### config.mk
export PLATFORM = sky130hd
export DESIGN_NAME = zeroheti_apb_to_obi
export DESIGN_NICKNAME = d
export VERILOG_FILES = /design/src/rtl/zeroheti_pkg.sv /design/src/rtl/zeroheti_apb2obi_timeout.sv /design/src/rtl/zeroheti_apb_to_obi.sv
export SDC_FILE = /design/constraint.sdc
export NUM_CORES = 1
export LEC_CHECK = 0
export ABC_AREA = 1
export ABC_CLOCK_PERIOD_IN_PS = 4000
export BUFFER_PORTS_ARGS = -buffer_cell sky130_fd_sc_hd__buf_2
export CAP_MARGIN = 20
export CELL_PAD_IN_SITES_DETAIL_PLACEMENT = 1
export CELL_PAD_IN_SITES_GLOBAL_PLACEMENT = 1
export CORE_ASPECT_RATIO = 0.7
export CORE_UTILIZATION = 32
export DETAILED_ROUTE_END_ITERATION = 10
export PLACE_DENSITY = 0.88
export SLEW_MARGIN = 20
export SYNTH_ARGS = -nofsm -noshare
export SYNTH_HDL_FRONTEND = slang
export SYNTH_HIERARCHICAL = 1
export SYNTH_SLANG_ARGS = --single-unit
### constraint.sdc
create_clock -name clk_i -period 4 [get_ports clk_i]
set_input_delay 0.4 -clock clk_i [delete_from_list [all_inputs] [get_ports clk_i]]
set_output_delay 0.4 -clock clk_i [all_outputs]
set_load 0.01 [all_outputs]
### src/rtl/zeroheti_pkg.sv
// Shared types and defaults for the zeroheti APB->OBI bridge.
package zeroheti_pkg;

    typedef enum logic [1:0] {
        IDLE = 2'd0,
        REQ  = 2'd1,
        RESP = 2'd2,
        DONE = 2'd3
    } apb2obi_state_e;

    localparam int unsigned ApbObiTimeoutDefault = 255;

endpackage

### src/rtl/zeroheti_apb2obi_timeout.sv
// Saturating response-wait counter for the APB->OBI bridge.
// Only instantiated when ZEROHETI_APB2OBI_TIMEOUT_EN is defined.
module zeroheti_apb2obi_timeout
    import zeroheti_pkg::*;
#(
    parameter int unsigned TimeoutCycles = ApbObiTimeoutDefault
) (
    input  logic clk_i,
    input  logic rst_i,
    input  logic clr_i,
    input  logic en_i,
    output logic expired_o
);

    localparam int unsigned CntWidth = $clog2(TimeoutCycles + 1);
    // Expiry fires during the TimeoutCycles-th enabled cycle so the owner
    // leaves its wait state exactly TimeoutCycles cycles after entering it.
    localparam logic [CntWidth-1:0] Limit = CntWidth'(TimeoutCycles - 1);

    logic [CntWidth-1:0] cnt_q, cnt_d;

    always_comb begin
        cnt_d = cnt_q;
        if (clr_i) begin
            cnt_d = '0;
        end else if (en_i && (cnt_q != Limit)) begin
            cnt_d = cnt_q + CntWidth'(1);
        end
    end

    always_ff @(posedge clk_i or posedge rst_i) begin
        if (rst_i) begin
            cnt_q <= '0;
        end else begin
            cnt_q <= cnt_d;
        end
    end

    assign expired_o = en_i && (cnt_q == Limit);

endmodule

### src/rtl/zeroheti_apb_to_obi.sv
// APB4 completer -> OBI manager bridge, one transfer in flight at a time.
// Optional response timeout with drain tracking: ZEROHETI_APB2OBI_TIMEOUT_EN.
module zeroheti_apb_to_obi
    import zeroheti_pkg::*;
#(
    parameter  int unsigned AddrWidth     = 32,
    parameter  int unsigned DataWidth     = 32,
    parameter  int unsigned TimeoutCycles = ApbObiTimeoutDefault,
    localparam int unsigned StrbWidth     = DataWidth / 8
) (
    input  logic                 clk_i,
    input  logic                 rst_i,
    input  logic                 apb_psel_i,
    input  logic                 apb_penable_i,
    input  logic                 apb_pwrite_i,
    input  logic [AddrWidth-1:0] apb_paddr_i,
    input  logic [DataWidth-1:0] apb_pwdata_i,
    input  logic [StrbWidth-1:0] apb_pstrb_i,
    input  logic [2:0]           apb_pprot_i,
    output logic [DataWidth-1:0] apb_prdata_o,
    output logic                 apb_pready_o,
    output logic                 apb_pslverr_o,
    output logic                 obi_req_o,
    input  logic                 obi_gnt_i,
    output logic [AddrWidth-1:0] obi_addr_o,
    output logic                 obi_we_o,
    output logic [StrbWidth-1:0] obi_be_o,
    output logic [DataWidth-1:0] obi_wdata_o,
    input  logic                 obi_rvalid_i,
    input  logic [DataWidth-1:0] obi_rdata_i,
    input  logic                 obi_err_i
);

    apb2obi_state_e       state_q;
    logic [AddrWidth-1:0] addr_q;
    logic                 we_q;
    logic [StrbWidth-1:0] be_q;
    logic [DataWidth-1:0] wdata_q;
    logic [DataWidth-1:0] prdata_q;
    logic                 pslverr_q;
    logic                 abort_q;
    logic                 setup;

    assign setup = apb_psel_i && !apb_penable_i;

`ifdef ZEROHETI_APB2OBI_TIMEOUT_EN
    logic drain_q;
    logic pend_q;
    logic tmo_expired;

    zeroheti_apb2obi_timeout #(
        .TimeoutCycles(TimeoutCycles)
    ) u_timeout (
        .clk_i    (clk_i),
        .rst_i    (rst_i),
        .clr_i    (state_q != RESP),
        .en_i     (state_q == RESP),
        .expired_o(tmo_expired)
    );

    logic unused_cfg;
    assign unused_cfg = ^{apb_pprot_i, apb_paddr_i[1:0]};
`else
    logic unused_cfg;
    assign unused_cfg = ^{apb_pprot_i, apb_paddr_i[1:0], TimeoutCycles[0]};
`endif

    // NOTE: clocked state uses non-blocking assignments only, and the async
    // reset clears the datapath latches too, so every output reads 0 in reset.
    always_ff @(posedge clk_i or posedge rst_i) begin
        if (rst_i) begin
            state_q   <= IDLE;
            addr_q    <= '0;
            we_q      <= 1'b0;
            be_q      <= '0;
            wdata_q   <= '0;
            prdata_q  <= '0;
            pslverr_q <= 1'b0;
            abort_q   <= 1'b0;
`ifdef ZEROHETI_APB2OBI_TIMEOUT_EN
            drain_q   <= 1'b0;
            pend_q    <= 1'b0;
`endif
        end else begin
            // An initiator that drops psel mid-transfer abandons it; the OBI
            // side still has to finish, but the response is thrown away.
            if ((state_q == REQ || state_q == RESP) && !apb_psel_i) begin
                abort_q <= 1'b1;
            end
`ifdef ZEROHETI_APB2OBI_TIMEOUT_EN
            if (obi_rvalid_i) begin
                drain_q <= 1'b0;
            end
`endif
            unique case (state_q)
                IDLE: begin
                    abort_q <= 1'b0;
                    if (setup) begin
                        addr_q  <= {apb_paddr_i[AddrWidth-1:2], 2'b00};
                        we_q    <= apb_pwrite_i;
                        be_q    <= apb_pwrite_i ? apb_pstrb_i : '1;
                        wdata_q <= apb_pwrite_i ? apb_pwdata_i : '0;
                    end
`ifdef ZEROHETI_APB2OBI_TIMEOUT_EN
                    // While a timed-out response is still owed, hold the new
                    // transfer pending until that late rvalid has drained.
                    if (drain_q) begin
                        if (setup) begin
                            pend_q <= 1'b1;
                        end else if (!apb_psel_i) begin
                            pend_q <= 1'b0;
                        end
                    end else if (setup || (pend_q && apb_psel_i)) begin
                        pend_q  <= 1'b0;
                        state_q <= REQ;
                    end else begin
                        pend_q <= 1'b0;
                    end
`else
                    if (setup) begin
                        state_q <= REQ;
                    end
`endif
                end
                REQ: begin
                    if (obi_gnt_i) begin
                        state_q <= RESP;
                    end
                end
                RESP: begin
                    if (obi_rvalid_i) begin
                        if (abort_q || !apb_psel_i) begin
                            state_q <= IDLE;
                        end else begin
                            prdata_q  <= (we_q || obi_err_i) ? '0 : obi_rdata_i;
                            pslverr_q <= obi_err_i;
                            state_q   <= DONE;
                        end
                    end
`ifdef ZEROHETI_APB2OBI_TIMEOUT_EN
                    else if (tmo_expired) begin
                        prdata_q  <= '0;
                        pslverr_q <= 1'b1;
                        drain_q   <= 1'b1;
                        state_q   <= DONE;
                    end
`endif
                end
                DONE: begin
                    if (!apb_psel_i || apb_penable_i) begin
                        prdata_q  <= '0;
                        pslverr_q <= 1'b0;
                        state_q   <= IDLE;
                    end
                end
                default: state_q <= IDLE;
            endcase
        end
    end

    assign obi_req_o     = (state_q == REQ);
    assign obi_addr_o    = addr_q;
    assign obi_we_o      = we_q;
    assign obi_be_o      = be_q;
    assign obi_wdata_o   = wdata_q;
    assign apb_pready_o  = (state_q == DONE);
    assign apb_prdata_o  = prdata_q;
    assign apb_pslverr_o = pslverr_q;

endmodule

==> results.toml <==
[run_status]
status = "completed"

[timing]
min_period_ns = 2.32
fin_ws_ns = 1.68
finClkSkew_ns = 0.00767
drv_slew = 0
finalHoldViolations = 0
finalCritPeriodShare = 0.581
max_slew.worst_pin.slew_ns = 0.733
timing.fmax_mhz = 430
tns_ns = 0
rsz0062_at_grt = "false"
maxSlewHeadroom = 0.512
final-setup-viol-count = 0

[setup_path]
required_ns = 4.22
critPathKind = "register to register"
endpoint_kind = "register"
crit_fanout = 34
cp-start-kind = "register"
arrival_ns = 2.54

[global_route]
grt_usage = 0.184
antenna_found_initial = 0
grt_pass1_wl_microns = 20900
grt_max_degree = 69
grt_pass1_vias = 4228
grt_overflow = 0

[floorplan]
pin_count = 215
coreArea_sq_um = 13400
start_util = 0.333
rows = 35
dieWidth_microns = 143
die_y_microns = 101
dieArea_sq_um = 14400

[clock_network]
hold_buffers = 0
clock_path_buffers = 2
post_cts_buffers = 0
cts-root-buf = "clkbuf_16"
cts_tree = "done"
h-tree-depth = 3
insertion_delay_ns = 0.33
postCtsResizedCells = 0
clkTransAtPathRegs_ns = 0.07
clock_sinks = 103
cts_buffers = 9

[drt]
drt_first_pass_iters = 4
ant_nets = 0
drc_errors = 0
vias_per_cell = 4.46
drt-initial-drc-count = 159
totalWireLength_microns = 12800
vias = 4109
routedWlPerCell_microns = 13.9

[placed_design]
portBuffers = 207
finalWeightedCongestion = 0.759
post-place-ws_ns = 1.61
hpwl_microns = 9160

[synth]
synth-seq-cells = 103
syn_inst = 542
netlist_area_sq_um = 4450
synth-seq-area-share = 0.579
synth_warnings = 6
synthDistinctLibCells = 18
synthArstFlopShare = 1.00
ys.flop_type = "dfrtp_1"
synth_area_per_cell_sq_um = 8.21
synth_edf_count = 0

[final_layout]
num-nets-final = 848
layout_common_cells = "nand2_1 (241), buf_2 (207), dfrtp_1 (103)"
layout_commonest_cell = "nand2_1"
n_antenna_cell = 0
drive_above_1_share = 0.315
syn2layout_area_growth_pct = 31.3

[pwr]
vdd_drop_max_v = 0.000336
leakagePower_nw = 3.61
p_per_area_nw_per_um2 = 735

[min_path]
hp-class = "input port to async pin"

[run]
max_cap_violations = 0
[layout make-up]
type	count	area [sq um]
well taps	185	231
inverters	45	174
clock buffers	11	243
multi-input cells	363	1520
flip-flops and latches	103	2580
repair buffers	211	1070
clock inverters	4	31.3
fillers	1693	7520
[synth_stat cells, types with 2 or more instances]
cell / instances / area (sq um)
nand3_1: 67 / 335
inv_2: 2 / 7.51
ha_1: 4 / 50.1
nand2_1: 242 / 908
o21bai_1: 2 / 15.0
clkbuf_1: 7 / 26.3
buf_2: 15 / 75.1
dfrtp_1: 103 / 2580
buf_4: 6 / 45.0
o21ai_0: 6 / 30.0
buf_6: 4 / 45.0
inv_1: 43 / 161
nor2_1: 36 / 135
[layer usage]
| layer | up-vias | GRT usage | wire length, microns |
|---|---|---|---|
| li1 | 2021 | - | - |
| met1 | 1950 | 0.242 | 5850 |
| met2 | 122 | 0.299 | 5950 |
| met3 | 16 | 0.0485 | 775 |
| met4 | 0 | 0.0538 | 198 |
| met5 | - | 0 | 0 |
[final timing paths]
path                       cells after the start                            to                          from  slack [ns]
min in group clk_i                             3    obi_addr_o[21]$_DFFE_PP0P_               apb_paddr_i[21]        0.27
setup reg to reg                               8  apb_prdata_o[13]$_DFFE_PP0P_        state_q[0]$_DFFE_PP0P_        1.68
setup / recovery                               8  apb_prdata_o[13]$_DFFE_PP0P_        state_q[0]$_DFFE_PP0P_        1.68
hold / removal                                 2    obi_addr_o[19]$_DFFE_PP0P_                         rst_i        0.04
hold reg to reg                                2  apb_prdata_o[12]$_DFFE_PP0P_  apb_prdata_o[12]$_DFFE_PP0P_        0.47
max in group asynchronous                      3   obi_wdata_o[31]$_DFFE_PP0P_                         rst_i        3.12
[per-stage QoR]
step                utilization  cells  hold WS [ns]  power (mW)  instance area, sq um
floorplan                     -    543         0.494        2.76                  4450
global placement          0.416    907         0.400        3.44                  5560
detailed placement        0.417    907         0.399        3.53                  5560
CTS                       0.437    922        0.0339        4.37                  5840
global route              0.437    922        0.0519        4.65                  5840
finish                    0.437    922        0.0365        4.29                  5840
[cells by family after synthesis]
family | share of synthesized area
buffers and inverters | 0.0810
DFF | 0.579
adders and majority gates | 0.0112
other | 0.000843
and+or+nand+nor | 0.314
AOI/OAI and AO/OA | 0.0138
[power by group]
part	internal (mW)	switching, mW
logic	0.635	1.06
clock network	0.438	0.375
registers	1.52	0.257
total	2.60	1.70
[worst max-delay path, cell delays in order, from the launching register on]
cell and delay (ns):
dfrtp_1 0.40, inv_1 0.09, ha_1 0.24, nand2_1 0.08, nand2_1 0.11, inv_2 0.46, nand2_2 0.54, nand2_1 0.20
nand2_1 0.08
[registers in the layout (all words and copies together), names as in the netlist]
register,cells
abort_q,1
apb_prdata_o,32
apb_pslverr_o,1
obi_addr_o,30
obi_be_o,4
obi_wdata_o,32
obi_we_o,1
state_q,2
Power figures use the tool's default switching activity.
